==> src/rtl/mult_seq_if.sv <==
// Operand/result handshake bundle for mult_seq.
//   in_valid/in_ready  : operand handshake (a, b, sgn travel with it)
//   q/out_valid/out_ready : result handshake
//   busy               : operation in progress
// master = producer/consumer side, slave = multiplier side.
interface mult_seq_if #(
  parameter int unsigned WA = 8,
  parameter int unsigned WB = 8
);
  logic              in_valid;
  logic              in_ready;
  logic [WA-1:0]     a;
  logic [WB-1:0]     b;
  logic              sgn;
  logic [WA+WB-1:0]  q;
  logic              out_valid;
  logic              out_ready;
  logic              busy;

  modport master (
    output in_valid, a, b, sgn, out_ready,
    input  in_ready, q, out_valid, busy
  );

  modport slave (
    input  in_valid, a, b, sgn, out_ready,
    output in_ready, q, out_valid, busy
  );
endinterface

==> src/rtl/mult_seq.sv <==
// Multi-cycle shift-add multiplier, BPC bits of |a| retired per cycle.
// Signed operands are converted to magnitudes on capture, multiplied
// unsigned, and the sign is reapplied in a single FIX cycle.
// Ports:
//   clk  : clock, rising edge
//   rst  : synchronous reset, active-high
//   bus  : mult_seq_if.slave (operand and result handshakes, busy)
module mult_seq #(
  parameter int unsigned WA  = 8,
  parameter int unsigned WB  = 8,
  parameter int unsigned BPC = 1
) (
  input  logic       clk,
  input  logic       rst,
  mult_seq_if.slave  bus
);

  localparam int unsigned N  = (WA + BPC - 1) / BPC;
  localparam int unsigned AW = N * BPC;
  localparam int unsigned PW = WA + WB;
  localparam int unsigned CW = (N > 1) ? $clog2(N) : 1;

  if (!(BPC == 1 || BPC == 2 || BPC == 4)) begin : g_bad_bpc
    $error("mult_seq: BPC must be 1, 2 or 4");
  end
  if (WA < 2 || WB < 2) begin : g_bad_width
    $error("mult_seq: WA and WB must be >= 2");
  end

  typedef enum logic [1:0] {IDLE, CALC, FIX, DONE} state_t;

  state_t        state, state_nxt;
  logic [AW-1:0] a_reg;
  logic [PW-1:0] b_reg;
  logic [PW-1:0] acc;
  logic [PW-1:0] q_reg;
  logic [CW-1:0] ctr;
  logic          neg;

  logic [WA-1:0] a_mag;
  logic [WB-1:0] b_mag;
  logic [PW-1:0] pp;
  logic          accept;

  assign accept        = bus.in_valid && (state == IDLE);
  assign bus.in_ready  = (state == IDLE);
  assign bus.out_valid = (state == DONE);
  assign bus.busy      = (state != IDLE);
  assign bus.q         = q_reg;

  // Operand magnitudes; the most negative value maps to 2^(W-1), still W bits
  always_comb begin
    a_mag = bus.a;
    b_mag = bus.b;
    if (bus.sgn && bus.a[WA-1]) a_mag = -bus.a;
    if (bus.sgn && bus.b[WB-1]) b_mag = -bus.b;
  end

  // Partial product for the BPC low bits of a_reg
  always_comb begin
    pp = '0;
    for (int i = 0; i < int'(BPC); i++) begin
      if (a_reg[i]) pp = pp + (b_reg << i);
    end
  end

  // State register
  always_ff @(posedge clk) begin
    if (rst) state <= IDLE;
    else     state <= state_nxt;
  end

  // Next-state logic
  always_comb begin
    state_nxt = state;
    case (state)
      IDLE: if (bus.in_valid)  state_nxt = CALC;
      CALC: if (ctr == '0)     state_nxt = FIX;
      FIX:                     state_nxt = DONE;
      DONE: if (bus.out_ready) state_nxt = IDLE;
      default:                 state_nxt = IDLE;
    endcase
  end

  // Datapath; operands only enter on an accepting cycle
  always_ff @(posedge clk) begin
    if (rst) begin
      a_reg <= '0;
      b_reg <= '0;
      acc   <= '0;
      q_reg <= '0;
      ctr   <= '0;
      neg   <= 1'b0;
    end else begin
      case (state)
        IDLE: begin
          if (accept) begin
            a_reg <= AW'(a_mag);
            b_reg <= PW'(b_mag);
            neg   <= bus.sgn & (bus.a[WA-1] ^ bus.b[WB-1]);
            acc   <= '0;
            ctr   <= CW'(N - 1);
          end
        end
        CALC: begin
          acc   <= acc + pp;
          a_reg <= a_reg >> BPC;
          b_reg <= b_reg << BPC;
          ctr   <= ctr - CW'(1);
        end
        FIX: q_reg <= neg ? -acc : acc;
        default: ;
      endcase
    end
  end

endmodule

==> src/flat_wrapper.sv <==
// flat-port wrapper written by rule: the top's interface ports become plain ports
module mult_seq_flat 
#(
  parameter int unsigned WA  = 8,
  parameter int unsigned WB  = 8,
  parameter int unsigned BPC = 1
)
  (clk, rst, bus_in_valid, bus_a, bus_b, bus_sgn, bus_out_ready, bus_in_ready, bus_q, bus_out_valid, bus_busy);
  mult_seq_if #(.WA(WA), .WB(WB)) bus_i ();
  input  logic clk;
  input  logic rst;
  input wire logic [$bits(bus_i.in_valid)-1:0] bus_in_valid;
  input wire logic [$bits(bus_i.a)-1:0] bus_a;
  input wire logic [$bits(bus_i.b)-1:0] bus_b;
  input wire logic [$bits(bus_i.sgn)-1:0] bus_sgn;
  input wire logic [$bits(bus_i.out_ready)-1:0] bus_out_ready;
  output wire logic [$bits(bus_i.in_ready)-1:0] bus_in_ready;
  output wire logic [$bits(bus_i.q)-1:0] bus_q;
  output wire logic [$bits(bus_i.out_valid)-1:0] bus_out_valid;
  output wire logic [$bits(bus_i.busy)-1:0] bus_busy;
  assign bus_i.in_valid = bus_in_valid;
  assign bus_i.a = bus_a;
  assign bus_i.b = bus_b;
  assign bus_i.sgn = bus_sgn;
  assign bus_i.out_ready = bus_out_ready;
  assign bus_in_ready = bus_i.in_ready;
  assign bus_q = bus_i.q;
  assign bus_out_valid = bus_i.out_valid;
  assign bus_busy = bus_i.busy;
  mult_seq #(.WA(WA), .WB(WB), .BPC(BPC)) u_core (.clk(clk), .rst(rst), .bus(bus_i));
endmodule
==> config.mk <==
export PLATFORM = sky130hd
export DESIGN_NAME = mult_seq_flat
export DESIGN_NICKNAME = d
export VERILOG_FILES = /design/src/rtl/mult_seq_if.sv /design/src/rtl/mult_seq.sv /design/src/flat_wrapper.sv
export SDC_FILE = /design/constraint.sdc
export NUM_CORES = 1
export LEC_CHECK = 0
export CORE_ASPECT_RATIO = 1.2
export CORE_UTILIZATION = 55
export DETAILED_ROUTE_END_ITERATION = 6
export PLACE_DENSITY = 0.86
export SYNTH_ARGS = -nofsm -noshare
export SYNTH_HDL_FRONTEND = slang
export SYNTH_SLANG_ARGS = --single-unit
==> constraint.sdc <==
create_clock -name clk -period 7.5 [get_ports clk]
set_input_delay 0.75 -clock clk [delete_from_list [all_inputs] [get_ports clk]]
set_output_delay 0.75 -clock clk [all_outputs]
set_load 0.05 [all_outputs]
==> results.py <==
metrics = {
    "global_route": {
        "grt_max_degree": 55,
        "grt_overflow": 0,
        "grt_pass1_vias": 3111,
        "track_usage_pct": 23.5,
        "antenna_found_initial": 0,
        "grt_pass1_wl_mm": 13.3,
    },
    "worst_setup_path": {
        "critPathMaxStageDelay_ns": 0.80,
        "cpMostUsedCell": "inv_1",
        "reg2reg_depth": 10,
        "path_class": "reg -> out",
        "cp.arrival_ns": 1.99,
        "critPathTopFamily": "buffers and inverters",
        "critical_path.startpoint_type": "flop",
        "crit_chain": "inv_1, ha_1, inv_1, clkdlybuf4s50_1",
        "reg2reg_to": "u_core.acc[14]",
        "cp_max_fo": 8,
        "critPathBufInv": 3,
        "end_kind": "output pin",
        "crit_required_ns": 6.75,
        "critPathSlowestCell": "clkdlybuf4s50_1",
        "rr_startpoint": "u_core.a_reg[0]",
        "rrSetupSlack_ns": 4.87,
    },
    "run": {
        "maxCapViolations": 0,
    },
    "power_and_ir_drop": {
        "power.leakage_nw": 1.72,
        "power.density_nw_per_um2": 292,
        "peakVddDrop_v": 0.000169,
        "totalPowerFinal_w": 0.00126,
    },
    "synthesis": {
        "synth-seq-cells": 62,
        "syn-cell-area_um2": 3710,
        "synth_edf_count": 0,
        "avgSynthCellArea_um2": 8.04,
        "yosys.area.top_type": "dfxtp_1",
        "synthFlopType": "dfxtp_1",
        "netlist_instances": 462,
        "synth-seq-area-share_pct": 33.4,
        "synth.distinct_cells": 51,
        "synthArstFlopShare_pct": 0,
        "ys_top_cells_by_area": "dfxtp_1 (33%), ha_1 (8.1%), nand2_1 (6.6%)",
        "yosys_warnings": 0,
        "syn_nets": 508,
        "synth_top_area_share_pct": 33.4,
    },
    "sta": {
        "timing.final.crit_share_pct": 36.5,
        "worst_pin_slew_ns": 1.26,
        "post-route-min-period_ns": 2.74,
        "skew_ns": 0.00670,
        "rsz0062_at_grt": "false",
        "hold_slack_ns": 0.458,
        "fmax_mhz": 366,
        "relSlewSlack_pct": 15.7,
        "final-hold-violation-count": 0,
        "setup-violations-final": 0,
        "drv_slew": 0,
        "setup_tns_ns": 0,
    },
    "drt": {
        "dr.first_iter.drc_count": 133,
        "drt_first_pass_iters": 5,
        "wl_per_cell_um": 13.1,
        "routed_wirelength_mm": 7.62,
        "num_vias": 3247,
        "ant_nets": 0,
        "drc": 0,
        "viasPerCell": 5.60,
    },
    "layout": {
        "area_growth_pct": 16.2,
        "final_area_um2": 4320,
        "antennaDiodeCount": 0,
        "finalNonFillerCells": 580,
        "nNetsFinal": 537,
        "drive_above_1_share_pct": 4.65,
    },
    "floorplanning": {
        "dieArea_um2": 7090,
        "initial_utilization_pct": 57.3,
        "io_pins": 40,
        "core_um2": 6490,
        "die_x_um": 77.0,
        "die_h_um": 92.0,
        "rows": 32,
    },
    "hold_path": {
        "hold_path_depth": 2,
        "min_from": "u_core.a_reg[4]",
        "hold_path_end": "u_core.a_reg[4]",
        "holdCritPathClass": "reg -> reg",
    },
    "place": {
        "dpl_cell_area_um2": 4130,
        "dp.cells": 565,
        "place_congestion": 0.897,
        "dp_hpwl_mm": 5.69,
        "portBuffers": 39,
    },
    "clocking": {
        "cts_made_buffers": 9,
        "ctsHoldBuffers": 0,
        "htree_levels": 3,
        "clockRootBuffer": "clkbuf_8",
        "clockBufferDepth": 2,
        "clk_pin_slew_worst_paths_ns": 0.06,
        "post_cts_buffers": 0,
        "cts_tree": "yes",
        "clock-sinks": 62,
        "ctsResizeCount": 0,
        "clk_latency_ns": 0.34,
    },
    "run_status": {
        "outcome": "finished clean",
    },
}
==> logic make-up (layout without fill, tap and decap cells) <==
kind of cell / Yosys count / after routing / synth area share (%)
adder cells (fa/ha/maj): 25 / 25 / 8.63
buffers and inverters: 40 / 73 / 4.14
multiplexers: 6 / 6 / 1.62
AO/OA/AOI/OAI: 132 / 132 / 24.3
AND/OR/NAND/NOR: 160 / 160 / 19.2
flip-flops: 62 / 62 / 33.4
XOR/XNOR: 37 / 37 / 8.73
==> worst register-to-register path, stage by stage, from the launching register on <==
cell	delay, ns
dfxtp_1	0.56
and2_1	0.19
ha_1	0.18
inv_1	0.07
fa_1	0.41
nor2b_1	0.21
o2111ai_2	0.17
a21oi_1	0.29
a211oi_2	0.13
xnor2_1	0.13
a22o_1	0.19
==> per-stage QoR <==
| stage | utilization (%) | worst slack [ns] |
|---|---|---|
| 3_5_place_dp | 63.6 | 4.78 |
| 2_1_floorplan | - | 5.12 |
| 3_3_place_gp | 63.6 | 4.84 |
| 5_1_grt | 66.5 | 4.64 |
| 6_report | 66.5 | 4.76 |
| 4_1_cts | 66.5 | 4.74 |
==> cells in the mapped netlist (5+ instances only) <==
| master | n |
|---|---|
| a21oi_1 | 28 |
| mux2i_1 | 6 |
| xnor2_1 | 19 |
| a211oi_1 | 15 |
| and2_1 | 16 |
| a22o_1 | 8 |
| ha_1 | 24 |
| nor2_1 | 54 |
| clkbuf_1 | 18 |
| dfxtp_1 | 62 |
| nand2_1 | 65 |
| xor2_1 | 18 |
| nor3_1 | 6 |
| a21o_1 | 5 |
| o31ai_1 | 6 |
| a22oi_1 | 14 |
| inv_1 | 19 |
| o21ai_0 | 26 |
==> area by class of cell <==
| cell class | count | area [µm²] |
|---|---|---|
| multi-input cells | 360 | 2320 |
| fillers | 549 | 2170 |
| flip-flops and latches | 62 | 1240 |
| repair buffers | 39 | 385 |
| clock buffers | 11 | 141 |
| well taps | 85 | 106 |
| inverters | 19 | 71.3 |
| clock inverters | 4 | 47.5 |
==> per-layer routing <==
layer	global-route usage, %	routed length, µm	vias to the layer above
met4	11.5	145	0
met5	0	0	-
met1	26.5	3400	1472
li1	-	-	1684
met3	5.47	270	15
met2	41.4	3800	76
==> placed cells by master, fill, tap and decap left out, drive strengths merged, types with 3 or more instances in the layout <==
cell type,count
a22o,8
xor2,18
a22oi,14
clkbuf,11
a31oi,4
xnor2,19
clkdlybuf4s50,38
and2,17
nand2b,4
o21ai,27
o21bai,3
inv,19
dfxtp,62
ha,24
a21boi,3
a21o,5
o21a,4
mux2i,6
a21oi,29
nor2,54
nor3,6
a211oi,16
o41ai,3
or3,3
nand2,65
o31ai,6
==> power by group <==
part | leakage, nW | switching (W) | total [W] | internal, W
clock | 0.0952 | 0.000125 | 0.000284 | 0.000159
sequential | 0.504 | 0.0000477 | 0.000441 | 0.000394
combinational | 1.12 | 0.000361 | 0.000534 | 0.000173
total | 1.72 | 0.000533 | 0.00126 | 0.000726
==> worst max path at each step <==
stage                    start             end  slack, ns  cells past startpoint
2_1_floorplan  u_core.a_reg[0]  u_core.acc[14]       5.12                     11
3_3_place_gp      bus_in_valid   u_core.acc[7]       4.84                      5
3_5_place_dp      bus_in_valid  u_core.acc[13]       4.78                      5
4_1_cts        u_core.state[0]        bus_busy       4.74                      4
5_1_grt        u_core.state[0]        bus_busy       4.64                      4
6_report       u_core.state[0]        bus_busy       4.76                      4
No activity file was read; power rests on OpenSTA's default activity.
